### config.mk
export PLATFORM = sky130hd
export DESIGN_NAME = morse_tx_param_flat
export DESIGN_NICKNAME = d
export VERILOG_FILES = /design/src/rtl/morse_tx_param_if.sv /design/src/rtl/morse_tx_param.sv /design/src/flat_wrapper.sv
export SDC_FILE = /design/constraint.sdc
export NUM_CORES = 1
export LEC_CHECK = 0
export BUFFER_PORTS_ARGS = -buffer_cell sky130_fd_sc_hd__buf_2
export CAP_MARGIN = 20
export CORE_MARGIN = 1
export CORE_UTILIZATION = 25
export DETAILED_ROUTE_END_ITERATION = 10
export GPL_TIMING_DRIVEN = 0
export SYNTH_ARGS = -nofsm -noshare
export SYNTH_HDL_FRONTEND = slang
export SYNTH_SLANG_ARGS = --single-unit
### constraint.sdc
create_clock -name clock -period 2.53 [get_ports clock]
set_input_delay 0.506 -clock clock [delete_from_list [all_inputs] [get_ports clock]]
set_output_delay 0.506 -clock clock [all_outputs]
set_load 0.02 [all_outputs]
### src/rtl/morse_tx_param_if.sv
// Character handshake between the host character buffer and the Morse transmitter.
interface morse_tx_param_if #(
  parameter int CODE_W = 8,
  parameter int LEN_W  = 4
);
  logic              char_vald;
  logic [CODE_W-1:0] charcode_data;
  logic [LEN_W-1:0]  charlen_data;
  logic              char_next;

  modport master (output char_vald, charcode_data, charlen_data, input char_next);
  modport slave  (input char_vald, charcode_data, charlen_data, output char_next);
endinterface

### src/rtl/morse_tx_param.sv
// Morse character transmitter: one character per handshake, LED timing in programmable units.
//   state | meaning
//   IDLE  | waiting for a character; char_next = tx_en
//   MARK  | LED on for a dot (1 unit) or dash (DASH_UNITS)
//   GAP   | LED off; symbol gap if symbols remain, else character gap
//   SPACE | LED off for WORD_GAP_UNITS (length-0 character)
module morse_tx_param #(
  parameter int CODE_W         = 8,
  parameter int LEN_W          = 4,
  parameter int UNIT_CYC       = 4,
  parameter int DASH_UNITS     = 3,
  parameter int SYM_GAP_UNITS  = 1,
  parameter int CHAR_GAP_UNITS = 3,
  parameter int WORD_GAP_UNITS = 7
) (
  input  logic                  clock,
  input  logic                  reset,
  input  logic                  tx_en,
  morse_tx_param_if.slave       chr,
  output logic                  led_drv,
  output logic                  char_done
);

  localparam int MAX_A     = (DASH_UNITS > SYM_GAP_UNITS) ? DASH_UNITS : SYM_GAP_UNITS;
  localparam int MAX_B     = (CHAR_GAP_UNITS > WORD_GAP_UNITS) ? CHAR_GAP_UNITS : WORD_GAP_UNITS;
  localparam int MAX_UNITS = (MAX_A > MAX_B) ? MAX_A : MAX_B;
  localparam int UCNT_W    = (MAX_UNITS > 1) ? $clog2(MAX_UNITS + 1) : 1;
  localparam int PRE_W     = (UNIT_CYC > 1) ? $clog2(UNIT_CYC) : 1;
  localparam int IDX_W     = (CODE_W > 1) ? $clog2(CODE_W) : 1;

  typedef enum logic [1:0] {IDLE, MARK, GAP, SPACE} state_t;

  state_t            state;
  logic [PRE_W-1:0]  pre;
  logic [UCNT_W-1:0] ucnt;
  logic [IDX_W-1:0]  idx;
  logic [CODE_W-1:0] code;
  logic [UCNT_W-1:0] units_tgt;
  logic [LEN_W-1:0]  len_c;
  logic              unit_last;

  assign chr.char_next = (state == IDLE) && tx_en;

  always_comb begin
    len_c = chr.charlen_data;
    if (chr.charlen_data > LEN_W'(CODE_W)) len_c = LEN_W'(CODE_W);
  end

  // Length of the current state in units; in GAP, idx still points at the symbol just sent.
  always_comb begin
    units_tgt = UCNT_W'(WORD_GAP_UNITS);
    case (state)
      MARK:    units_tgt = code[idx] ? UCNT_W'(DASH_UNITS) : UCNT_W'(1);
      GAP:     units_tgt = (idx != '0) ? UCNT_W'(SYM_GAP_UNITS) : UCNT_W'(CHAR_GAP_UNITS);
      default: units_tgt = UCNT_W'(WORD_GAP_UNITS);
    endcase
  end

  assign unit_last = (ucnt == units_tgt - 1'b1);

  always_ff @(posedge clock or negedge reset) begin
    if (!reset) begin
      state     <= IDLE;
      pre       <= '0;
      ucnt      <= '0;
      idx       <= '0;
      code      <= '0;
      led_drv   <= 1'b0;
      char_done <= 1'b0;
    end else begin
      char_done <= 1'b0;
      if (tx_en) begin
        case (state)
          IDLE: begin
            if (chr.char_vald) begin
              code <= chr.charcode_data;
              idx  <= IDX_W'(len_c - 1'b1);
              pre  <= '0;
              ucnt <= '0;
              if (len_c == '0) begin
                state   <= SPACE;
                led_drv <= 1'b0;
              end else begin
                state   <= MARK;
                led_drv <= 1'b1;
              end
            end
          end
          default: begin
            if (pre == PRE_W'(UNIT_CYC - 1)) begin
              pre <= '0;
              if (unit_last) begin
                ucnt <= '0;
                case (state)
                  MARK: begin
                    state   <= GAP;
                    led_drv <= 1'b0;
                  end
                  GAP: begin
                    if (idx != '0) begin
                      idx     <= idx - 1'b1;
                      state   <= MARK;
                      led_drv <= 1'b1;
                    end else begin
                      state     <= IDLE;
                      char_done <= 1'b1;
                    end
                  end
                  default: begin
                    state     <= IDLE;
                    char_done <= 1'b1;
                  end
                endcase
              end else begin
                ucnt <= ucnt + 1'b1;
              end
            end else begin
              pre <= pre + 1'b1;
            end
          end
        endcase
      end
    end
  end

endmodule

### src/flat_wrapper.sv
// flat-port wrapper written by rule: the top's interface ports become plain ports
module morse_tx_param_flat 
#(
  parameter int CODE_W         = 8,
  parameter int LEN_W          = 4,
  parameter int UNIT_CYC       = 4,
  parameter int DASH_UNITS     = 3,
  parameter int SYM_GAP_UNITS  = 1,
  parameter int CHAR_GAP_UNITS = 3,
  parameter int WORD_GAP_UNITS = 7
)
  (clock, reset, tx_en, led_drv, char_done, chr_char_vald, chr_charcode_data, chr_charlen_data, chr_char_next);
  morse_tx_param_if #(.CODE_W(CODE_W), .LEN_W(LEN_W)) chr_i ();
  input  logic clock;
  input  logic reset;
  input  logic tx_en;
  output logic led_drv;
  output logic char_done;
  input wire logic [$bits(chr_i.char_vald)-1:0] chr_char_vald;
  input wire logic [$bits(chr_i.charcode_data)-1:0] chr_charcode_data;
  input wire logic [$bits(chr_i.charlen_data)-1:0] chr_charlen_data;
  output wire logic [$bits(chr_i.char_next)-1:0] chr_char_next;
  assign chr_i.char_vald = chr_char_vald;
  assign chr_i.charcode_data = chr_charcode_data;
  assign chr_i.charlen_data = chr_charlen_data;
  assign chr_char_next = chr_i.char_next;
  morse_tx_param #(.CODE_W(CODE_W), .LEN_W(LEN_W), .UNIT_CYC(UNIT_CYC), .DASH_UNITS(DASH_UNITS), .SYM_GAP_UNITS(SYM_GAP_UNITS), .CHAR_GAP_UNITS(CHAR_GAP_UNITS), .WORD_GAP_UNITS(WORD_GAP_UNITS)) u_core (.clock(clock), .reset(reset), .tx_en(tx_en), .chr(chr_i), .led_drv(led_drv), .char_done(char_done));
endmodule
==> reports/qor.yml, run 1 <==
cells_and_area:
  fin_cells: 188
  nNetsFinal: 161
  drive_above_1_share: 0.279
  antenna_cells: 0
  mostFrequentLayoutCells: "dfrtp_1 (20), buf_2 (18), a21oi_1 (14)"
  n_fill_cell: 471
  area_delta_synth_final_pct: 20.2
  final_common_cell: "dfrtp_1"
  fin_area_sq_mm: 0.00141
clock_network:
  cts_resized: 0
  root_buffer: "clkbuf_8"
  cts.sinks: 20
  clockBufferDepth: 2
  cts_tree: "done"
  cts_htree_levels: 1
  clk_latency_ns: 0.26
  cts.clk_slew.worst_paths_ns: 0.08
  numCtsBuffers: 3
logic_synthesis:
  synth_nets: 137
  yosys_warnings: 0
  syn_area_sq_mm: 0.00118
  synthAdderAreaFrac: 0.0851
  syn_area_per_cell_sq_um: 10.4
  synth-seq-area-share: 0.426
  synth_seq_cells: 20
  synth-simple-area-share: 0.143
  yosys-mux-area-fraction: 0.132
  synth_compound_area_frac: 0.159
  synthXorXnorAreaFrac: 0.0149
  syn_inst: 113
  ys_types: 35
  synth_top_family_by_area: "compound AO/OA/AOI/OAI gates"
floorplan:
  boundaryPins: 19
  die_height_um: 70.6
  rows: 24
  fp.dieArea_sq_mm: 0.00498
  die-width_um: 70.6
  initial_utilization: 0.265
  coreArea_sq_mm: 0.00444
placement:
  placed_area_sq_mm: 0.00133
  numPortBuffers: 18
  hpwl_um: 1750
  place_inst: 183
  globalplace.congestion: 0.706
sta:
  setup_viol: 0
  setup_tns_ns: 0
  tightestPinTransition_ns: 0.471
  final_max_slew_viol_count: 0
  timing.slew.headroom: 0.686
  hold_violations: 0
  worst_hold_slack_ns: 0.187
  period_minus_slack_ns: 2.41
  rsz0062_at_grt: "false"
  fmax_mhz: 415
  skew_ns: 0.00283
  finalCritPeriodShare: 0.952
power_and_ir_drop:
  power_mw: 1.73
  p_leak_nw: 0.668
  power_density_mw_per_mm2: 1220
  vdd_drop_max_uv: 518
critical_path:
  r2r-start: "u_core.state[0]"
  worstPathRequired_ns: 2.68
  worst_setup_path_start_kind: "flop"
  critPathArrivalTime_ns: 2.56
  cp-startpoint: "u_core.state[0]"
  crit_fanout: 5
  timing_worst_setup_path_type: "reg2reg"
  endpoint_kind: "flop"
flow_run:
  cap_violations: 0
route:
  first_pass_iters: 9
  drt_iter0_markers: 38
  routedWlPerCell_um: 12.3
  drcViolationCount: 2
  num_vias: 897
  viasPerCell: 4.77
  antenna_left: 0
  wirelength_um: 2320
global_routing:
  overflow: 0
  track_usage: 0.0993
  antenna_found_initial: 0
  grt_pass1_wl_um: 3950
  grt_max_degree: 21
  grt_pass1_vias: 860
status:
  violations: "DRC"
  outcome: "finished with violations"
min_path:
  min_path_type: "in2async"
## per-layer routing
layer / vias up / global-route usage / routed length (um)
met3: 3 / 0.0356 / 95
met2: 15 / 0.159 / 1030
met4: 0 / 0.0133 / 13
li1: 455 / - / -
met1: 424 / 0.134 / 1180
met5: - / 0 / 0
## state kept, by name (all words and copies together) (netlist names)
signal and flops:
u_core.ucnt 3, u_core.pre 2, u_core.idx 3, u_core.char_done 1, u_core.code 8, u_core.state 2
u_core.led_drv 1
## worst max-delay path, stage by stage (launching register included)
cell and delay, ns:
dfrtp_1 0.44, inv_1 0.09, ha_1 0.35, xor2_1 0.20
o2111ai_1 0.13, a311o_1 0.38, a31oi_4 0.22, and2_4 0.18
mux2_1 0.32
## report_power, final
part	leakage (nW)	total, mW	internal [mW]	switching [mW]
Sequential	0.247	0.572	0.463	0.109
Clock	0.0357	0.323	0.211	0.111
Combinational	0.385	0.832	0.391	0.442
## path summary, 6_finish.rpt
kind | cells past startpoint | slack (ns) | to
setup / recovery | 8 | 0.12 | u_core.idx[0]
hold / removal | 1 | 0.19 | u_core.code[7]
setup reg to reg | 8 | 0.12 | u_core.idx[0]
hold reg to reg | 1 | 0.51 | u_core.pre[1]
max in group asynchronous | 1 | 2.02 | u_core.ucnt[2]
min in group clock | 2 | 0.47 | u_core.code[0]
## synthesized netlist by cell type, drive strengths merged
library cell,count,area [sq um]
nand2,6,22.5
o21bai,1,7.51
nor4,1,6.26
and2,2,15.0
a21o,2,15.0
o21ai,3,15.0
a311oi,1,8.76
xor2,1,8.76
nand3,2,10.0
mux2i,2,20.0
mux4,1,22.5
a21oi,14,70.1
nor3,4,20.0
mux2,10,113
buf,1,11.3
or3,2,12.5
nand2b,1,13.8
nand3b,1,7.51
a31oi,3,33.8
o2111ai,1,8.76
ha,8,100
clkbuf,1,3.75
nand4,1,6.26
dfrtp,20,500
a311o,1,10.0
xnor2,1,8.76
inv,9,33.8
a22o,2,17.5
and3,2,12.5
nor2b,1,6.26
and4,1,8.76
nor2,7,26.3
## cell families (layout without fill, tap and decap cells)
logic type	count (synthesis)	after routing
mux	13	13
buf+inv	11	34
fa+ha+maj	8	8
flops	20	20
xor+xnor	2	2
simple gates	31	31
compound gates	28	28
## area by class of cell
| class | instances | area (sq um) | area share |
|---|---|---|---|
| Buffer | 1 | 11.3 | 0.00796 |
| Multi-Input combinational cell | 82 | 627 | 0.443 |
| Clock buffer | 3 | 41.3 | 0.0292 |
| Tap cell | 52 | 65.1 | 0.0460 |
| Clock inverter | 1 | 30.0 | 0.0212 |
| Inverter | 9 | 33.8 | 0.0239 |
| Timing Repair Buffer | 20 | 105 | 0.0743 |
| Sequential cell | 20 | 500 | 0.354 |
## through the flow
| stage | utilization | worst slack [ns] |
|---|---|---|
| CTS | 0.316 | 0.0179 |
| finish | 0.318 | 0.122 |
| floorplan | - | 0.240 |
| global placement | 0.300 | 0.0255 |
| detailed placement | 0.300 | 0.0459 |
| global route | 0.318 | 0.00829 |
## repair_timing
| action | in CTS | in global routing |
|---|---|---|
| endpoints found under the setup margin | 0 | 2 |
| hold buffers | 0 | 0 |
| buffers inserted | 0 | 2 |
(Power assumes the default switching activity.)
==> run 2: changes to the inputs <==
--- a/config.mk
+++ b/config.mk
@@ -7,10 +7,13 @@
 export LEC_CHECK = 0
 export BUFFER_PORTS_ARGS = -buffer_cell sky130_fd_sc_hd__buf_2
 export CAP_MARGIN = 20
+export CELL_PAD_IN_SITES_DETAIL_PLACEMENT = 0
+export CELL_PAD_IN_SITES_GLOBAL_PLACEMENT = 1
 export CORE_MARGIN = 1
 export CORE_UTILIZATION = 25
 export DETAILED_ROUTE_END_ITERATION = 10
 export GPL_TIMING_DRIVEN = 0
+export PLACE_DENSITY_LB_ADDON = 0.1
 export SYNTH_ARGS = -nofsm -noshare
 export SYNTH_HDL_FRONTEND = slang
 export SYNTH_SLANG_ARGS = --single-unit
==> run 2 against run 1 <==
Compared with the run above:
- total power increased by 0.86%
- largest cell class unchanged
- core utilization is 0.17 points lower
- register-to-register slack better by 0.02 ns
- the run still ends with DRC left
- highest routed layer unchanged
- worst hold slack worse by 0.0026 ns
- design area down 0.53%
==> reports/qor.yml, run 2 (synthesis gave the netlist of run 1 again) <==
status:
  outcome: "finished with violations"
  violations: "DRC"
critical_path:
  worstPathRequired_ns: 2.68  # about the same
  cp_slowest_cell: "dfrtp_1"
  r2r_cells: 8  # unchanged
  critPathArrivalTime_ns: 2.54  # -0.02 ns
  path_depth: 8  # unchanged
  endpoint_kind: "flop"
  ff2ff_setup_slack_ns: 0.14  # +0.02 ns
  path_delay_family: "compound AO/OA/AOI/OAI gates"
  path_cells: "inv_1 > ha_1 > xor2_1 > o2111ai_1 > a311o_1 > a31oi_4 > and2_4 > mux2_1"
  slowest_delay_ns: 0.43  # about the same
  worst_setup_path_start_kind: "flop"
  timing_worst_setup_path_type: "reg2reg"
  cp.buffers_inverters: 1  # unchanged
  crit_fanout: 5  # unchanged
route:
  wirelength_um: 2600  # +12%
  drcViolationCount: 2  # unchanged
  antenna_left: 0  # unchanged
  first_pass_iters: 8  # -1
  num_vias: 891  # -0.67%
  drt_iter0_markers: 39  # +2.6%
  routedWlPerCell_um: 13.9  # +13%
  viasPerCell: 4.76  # -0.14%
clock_network:
  clk_latency_ns: 0.26  # about the same
  cts_resized: 0  # unchanged
  cts_htree_levels: 1  # unchanged
  clockBufferDepth: 2  # unchanged
  postCtsHoldBufs: 0  # unchanged
  cts.clk_slew.worst_paths_ns: 0.08  # about the same
  root_buffer: "clkbuf_8"
  cts_tree: "done"
  cts.sinks: 20  # unchanged
  numCtsBuffers: 3  # unchanged
sta:
  rsz0062_at_grt: "false"
  timing.slew.headroom: 0.691  # +0.00478
  final_max_slew_viol_count: 0  # unchanged
  period_minus_slack_ns: 2.39  # -0.0156 ns
  setup_tns_ns: 0  # unchanged
  tightestPinTransition_ns: 0.464  # -0.00717 ns
  setup_viol: 0  # unchanged
  skew_ns: 0.00557  # +0.00274 ns
  fmax_mhz: 418  # +0.65%
  finalCritPeriodShare: 0.945  # -0.00617
  worst_hold_slack_ns: 0.185  # -0.00257 ns
  hold_violations: 0  # unchanged
global_routing:
  track_usage: 0.120  # +0.0210
  grt_max_degree: 21  # unchanged
  grt_pass1_vias: 993  # +15%
  grt_pass1_wl_um: 4620  # +17%
  antenna_found_initial: 0  # unchanged
  overflow: 0  # unchanged
power_and_ir_drop:
  vdd_drop_max_uv: 473  # -8.7%
  swShare: 0.392  # +0.00840
  p_comb_frac: 0.483  # about the same
  p_sw_mw: 0.683  # +3.1%
  p_clk_frac: 0.185  # -0.002
  power.internal_mw: 1.06  # -0.52%
  power_frac_seq: 0.332  # about the same
  power_density_mw_per_mm2: 1240  # +1.4%
  p_leak_nw: 0.662  # -0.81%
  power_mw: 1.74  # +0.86%
floorplan:
  coreArea_sq_mm: 0.00444  # unchanged
  initial_utilization: 0.265  # unchanged
  die_height_um: 70.6  # unchanged
  rows: 24  # unchanged
  die-width_um: 70.6  # unchanged
  fp.dieArea_sq_mm: 0.00498  # unchanged
  boundaryPins: 19  # unchanged
cells_and_area:
  fin_area_sq_mm: 0.00141  # -0.53%
  largest_registers: "u_core.code (8), u_core.idx (3), u_core.ucnt (3)"
  nNetsFinal: 160  # -0.62%
  n_fill_cell: 481  # +2.1%
  mostFrequentLayoutCells: "dfrtp_1 (20), buf_2 (18), a21oi_1 (14)"
  largest_reg_flops: 8  # unchanged
  antenna_cells: 0  # unchanged
  area_delta_synth_final_pct: 19.6
  final_common_cell: "dfrtp_1"
  fin_cells: 187  # -0.53%
  drive_above_1_share: 0.274  # -0.00534
  seqCellArea_sq_um: 500  # unchanged
  multiInputGateArea_sq_um: 627  # unchanged
  top_register: "u_core.code"
placement:
  hpwl_um: 1980  # +13%
  placed_area_sq_mm: 0.00133  # unchanged
  globalplace.congestion: 0.807  # +14%
  numPortBuffers: 18  # unchanged
  place_inst: 183  # unchanged
flow_run:
  cap_violations: 0  # unchanged
min_path:
  min_path_type: "in2async"
==> run 2: layer usage <==
| metal | vias up | track usage | share of wire |
|---|---|---|---|
| li1 | 451 | - | - |
| met1 | 423 | 0.150 | 0.48 |
| met2 | 15 | 0.207 | 0.47 |
| met3 | 2 | 0.0356 | 0.039 |
| met4 | 0 | 0.0267 | 0.0069 |
| met5 | - | 0 | 0 |
==> run 2: final timing paths <==
check                                startpoint              to
setup reg to reg                u_core.state[0]   u_core.idx[0]
hold reg to reg                  u_core.code[7]  u_core.code[7]
setup / recovery                u_core.state[0]   u_core.idx[0]
hold / removal                            reset   u_core.idx[1]
min in group clock         chr_charcode_data[4]  u_core.code[4]
max in group asynchronous                 reset  u_core.ucnt[0]
==> run 2: area by class of cell <==
| class | count | area share |
|---|---|---|
| Tap cell | 52 | 0.0463 |
| Multi-Input combinational cell | 82 | 0.446 |
| Timing Repair Buffer | 19 | 0.0694 |
| Clock buffer | 3 | 0.0294 |
| Clock inverter | 1 | 0.0214 |
| Buffer | 1 | 0.00801 |
| Inverter | 9 | 0.0240 |
| Sequential cell | 20 | 0.356 |
==> run 2: worst reg2reg max path, delay by kind of cell (launching register included) <==
kind	cells	cell delay, ns
xor gates and xnor gates	1	0.20
muxes	1	0.32
AOI/OAI and AO/OA	3	0.72
buffers and inverters	1	0.09
adders and majority gates	1	0.35
DFF	1	0.43
and+or+nand+nor	1	0.17
==> run 2: what timing repair did <==
item	4_1_cts	5_1_grt
buffers inserted	1	0
pin swaps	1	0
setup endpoints to repair	1	1
==> run 2: stage by stage <==
stage,setup WS (ns),utilization
2_1_floorplan,0.240,-
3_3_place_gp,0.0223,0.300
3_5_place_dp,-0.00580,0.300
4_1_cts,0.130,0.317
5_1_grt,0.0467,0.316
6_report,0.138,0.316
==> run 2: power groups by stage <==
stage               Sequential, mW  Combinational, mW  Clock, mW
floorplan                    0.558              0.657          0
global placement             0.576              0.838          0
detailed placement           0.587              0.838          0
CTS                          0.579              0.852      0.338
global route                 0.597              0.946      0.351
finish                       0.578              0.841      0.322
==> run 3: changes to the inputs <==
--- a/config.mk
+++ b/config.mk
@@ -5,7 +5,7 @@
 export SDC_FILE = /design/constraint.sdc
 export NUM_CORES = 1
 export LEC_CHECK = 0
-export BUFFER_PORTS_ARGS = -buffer_cell sky130_fd_sc_hd__buf_2
+export BUFFER_PORTS_ARGS = -buffer_cell sky130_fd_sc_hd__buf_4
 export CAP_MARGIN = 20
 export CELL_PAD_IN_SITES_DETAIL_PLACEMENT = 0
 export CELL_PAD_IN_SITES_GLOBAL_PLACEMENT = 1
==> constraint.sdc (replaced) <==
create_clock -name clock -period 2.53 [get_ports clock]
set_input_delay 0.506 -clock clock [delete_from_list [all_inputs] [get_ports clock]]
set_output_delay 0.506 -clock clock [all_outputs]
set_load 0.005 [all_outputs]
==> run 3 against run 2 <==
Compared with the run above:
- the flow still finishes with violations (DRC)
- sequential power about the same
- critical endpoint unchanged
- cell count grew 1.1%
- via count rose by 1.3%
- count of clock-buffer cells in the layout unchanged
- sequential share of layout area fell by 1.7 points
- core utilization increased by 1.6 points
==> reports/qor.yml, run 3 (synthesis gave the netlist of run 1 again) <==
clock_network:
  cts_tree: "done"
  clk_latency_ns: 0.26  # about the same
  postCtsHoldBufs: 0  # unchanged
  clockBufferDepth: 2  # unchanged
  cts.sinks: 20  # unchanged
  numCtsBuffers: 3  # unchanged
  cts_htree_levels: 1  # unchanged
  root_buffer: "clkbuf_8"
  cts.clk_slew.worst_paths_ns: 0.08  # about the same
critical_path:
  r2r_cells: 8  # unchanged
  endpoint_kind: "flop"
  worstReg2RegEnd: "u_core.idx[0]"
  timing_worst_setup_path_type: "reg2reg"
  critPathArrivalTime_ns: 2.53  # about the same
  worst_setup_path_start_kind: "flop"
  worstPathRequired_ns: 2.68  # about the same
  crit_fanout: 6  # +1
  ff2ff_setup_slack_ns: 0.15  # about the same
  r2r-start: "u_core.state[0]"
floorplan:
  coreArea_sq_mm: 0.00444  # unchanged
  boundaryPins: 19  # unchanged
  die_height_um: 70.6  # unchanged
  rows: 24  # unchanged
  fp.dieArea_sq_mm: 0.00498  # unchanged
  die-width_um: 70.6  # unchanged
  initial_utilization: 0.265  # unchanged
cells_and_area:
  n_fill_cell: 473  # -1.7%
  fin_cells: 189  # +1.1%
  top_register: "u_core.code"
  fin_area_sq_mm: 0.00148  # +5.0%
  antenna_cells: 0  # unchanged
  multiInputGateArea_sq_um: 639  # +2.0%
  area_delta_synth_final_pct: 25.5
  drive_above_1_share: 0.299  # +0.0252
  final_core_util: 0.332  # +0.0158
  nNetsFinal: 162  # +1.3%
  mostFrequentLayoutCells: "buf_4 (20), dfrtp_1 (20), a21oi_1 (14)"
  largest_reg_flops: 8  # unchanged
  seqCellArea_sq_um: 500  # unchanged
  largest_registers: "u_core.code (8), u_core.idx (3), u_core.ucnt (3)"
route:
  drcViolationCount: 2  # unchanged
  num_vias: 903  # +1.3%
  wirelength_um: 2540  # -2.3%
  viasPerCell: 4.78  # +0.27%
  first_pass_iters: 7  # -1
  routedWlPerCell_um: 13.4  # -3.3%
  drt_iter0_markers: 21  # -46%
  antenna_left: 0  # unchanged
sta:
  fmax_mhz: 420  # +0.43%
  final_max_slew_viol_count: 0  # unchanged
  setup_viol: 0  # unchanged
  tightestPinTransition_ns: 0.426  # -0.0383 ns
  skew_ns: 0.000554  # -0.00501 ns
  hold_violations: 0  # unchanged
  setup_slack_ns: 0.148  # +0.0103 ns
  finalCritPeriodShare: 0.941  # -0.00408
  rsz0062_at_grt: "false"
  worst_hold_slack_ns: 0.110  # -0.0750 ns
  timing.slew.headroom: 0.715  # +0.0248
  period_minus_slack_ns: 2.38  # -0.0103 ns
  setup_tns_ns: 0  # unchanged
global_routing:
  grt_pass1_vias: 981  # -1.2%
  track_usage: 0.116  # -0.00429
  grt_pass1_wl_um: 4550  # -1.6%
  grt_max_degree: 21  # unchanged
  antenna_found_initial: 0  # unchanged
  overflow: 0  # unchanged
power_and_ir_drop:
  p_leak_nw: 0.685  # +3.4%
  power_mw: 1.78  # +2.0%
  vdd_drop_max_uv: 458  # -3.1%
  power_density_mw_per_mm2: 1200  # -2.9%
min_path:
  min_path_type: "in2async"
placement:
  globalplace.congestion: 0.799  # -1.0%
  place_inst: 183  # unchanged
  numPortBuffers: 18  # unchanged
  place_ws_ns: 0.0336  # +0.0394 ns
  hpwl_um: 1930  # -2.2%
  placed_area_sq_mm: 0.00138  # +3.4%
status:
  outcome: "finished with violations"
  violations: "DRC"
flow_run:
  cap_violations: 0  # unchanged
[run 3: power by group]
part           internal (mW)  total [mW]  leakage, nW  switching [mW]
registers              0.463       0.576        0.247           0.114
logic                  0.426       0.877        0.402           0.451
clock network          0.211       0.323       0.0357           0.112
[run 3: worst max-delay path by stage]
stage | startpoint | to | slack (ns)
2_1_floorplan | u_core.state[0] | u_core.idx[0] | 0.24
3_3_place_gp | u_core.state[0] | u_core.idx[0] | 0.04
3_5_place_dp | u_core.state[0] | u_core.idx[0] | 0.03
4_1_cts | u_core.state[0] | u_core.idx[0] | 0.02
5_1_grt | u_core.state[0] | u_core.idx[0] | 0.02
6_report | u_core.state[0] | u_core.idx[0] | 0.15
[run 3: cell type report]
class	count	share of cell area
flip-flops and latches	20	0.339
repair buffers	20	0.102
clock buffers	3	0.0280
multi-input cells	82	0.433
plain buffers	2	0.0110
well taps	52	0.0441
inverters	9	0.0229
clock inverters	1	0.0203
[run 3: layer usage]
metal,share of wire,track usage,vias up
li1,-,-,456
met3,0.040,0.0342,2
met5,0,0,-
met1,0.48,0.146,427
met2,0.48,0.201,18
met4,0.0055,0.0200,0
[run 3: repair_timing]
| action | 4_1_cts | 5_1_grt |
|---|---|---|
| endpoints found under the hold margin | 0 | 0 |
| setup endpoints to repair | 0 | 2 |
| setup buffers | 0 | 2 |
| resized for setup | 0 | 4 |
[run 3: worst max-delay path, stage by stage (launching register included)]
cell and delay, ns:
dfrtp_1 0.43, inv_1 0.11, ha_4 0.29, xor2_1 0.17, o2111ai_1 0.14, a311o_1 0.38, a31oi_4 0.25, and2_4 0.19
mux2_1 0.31
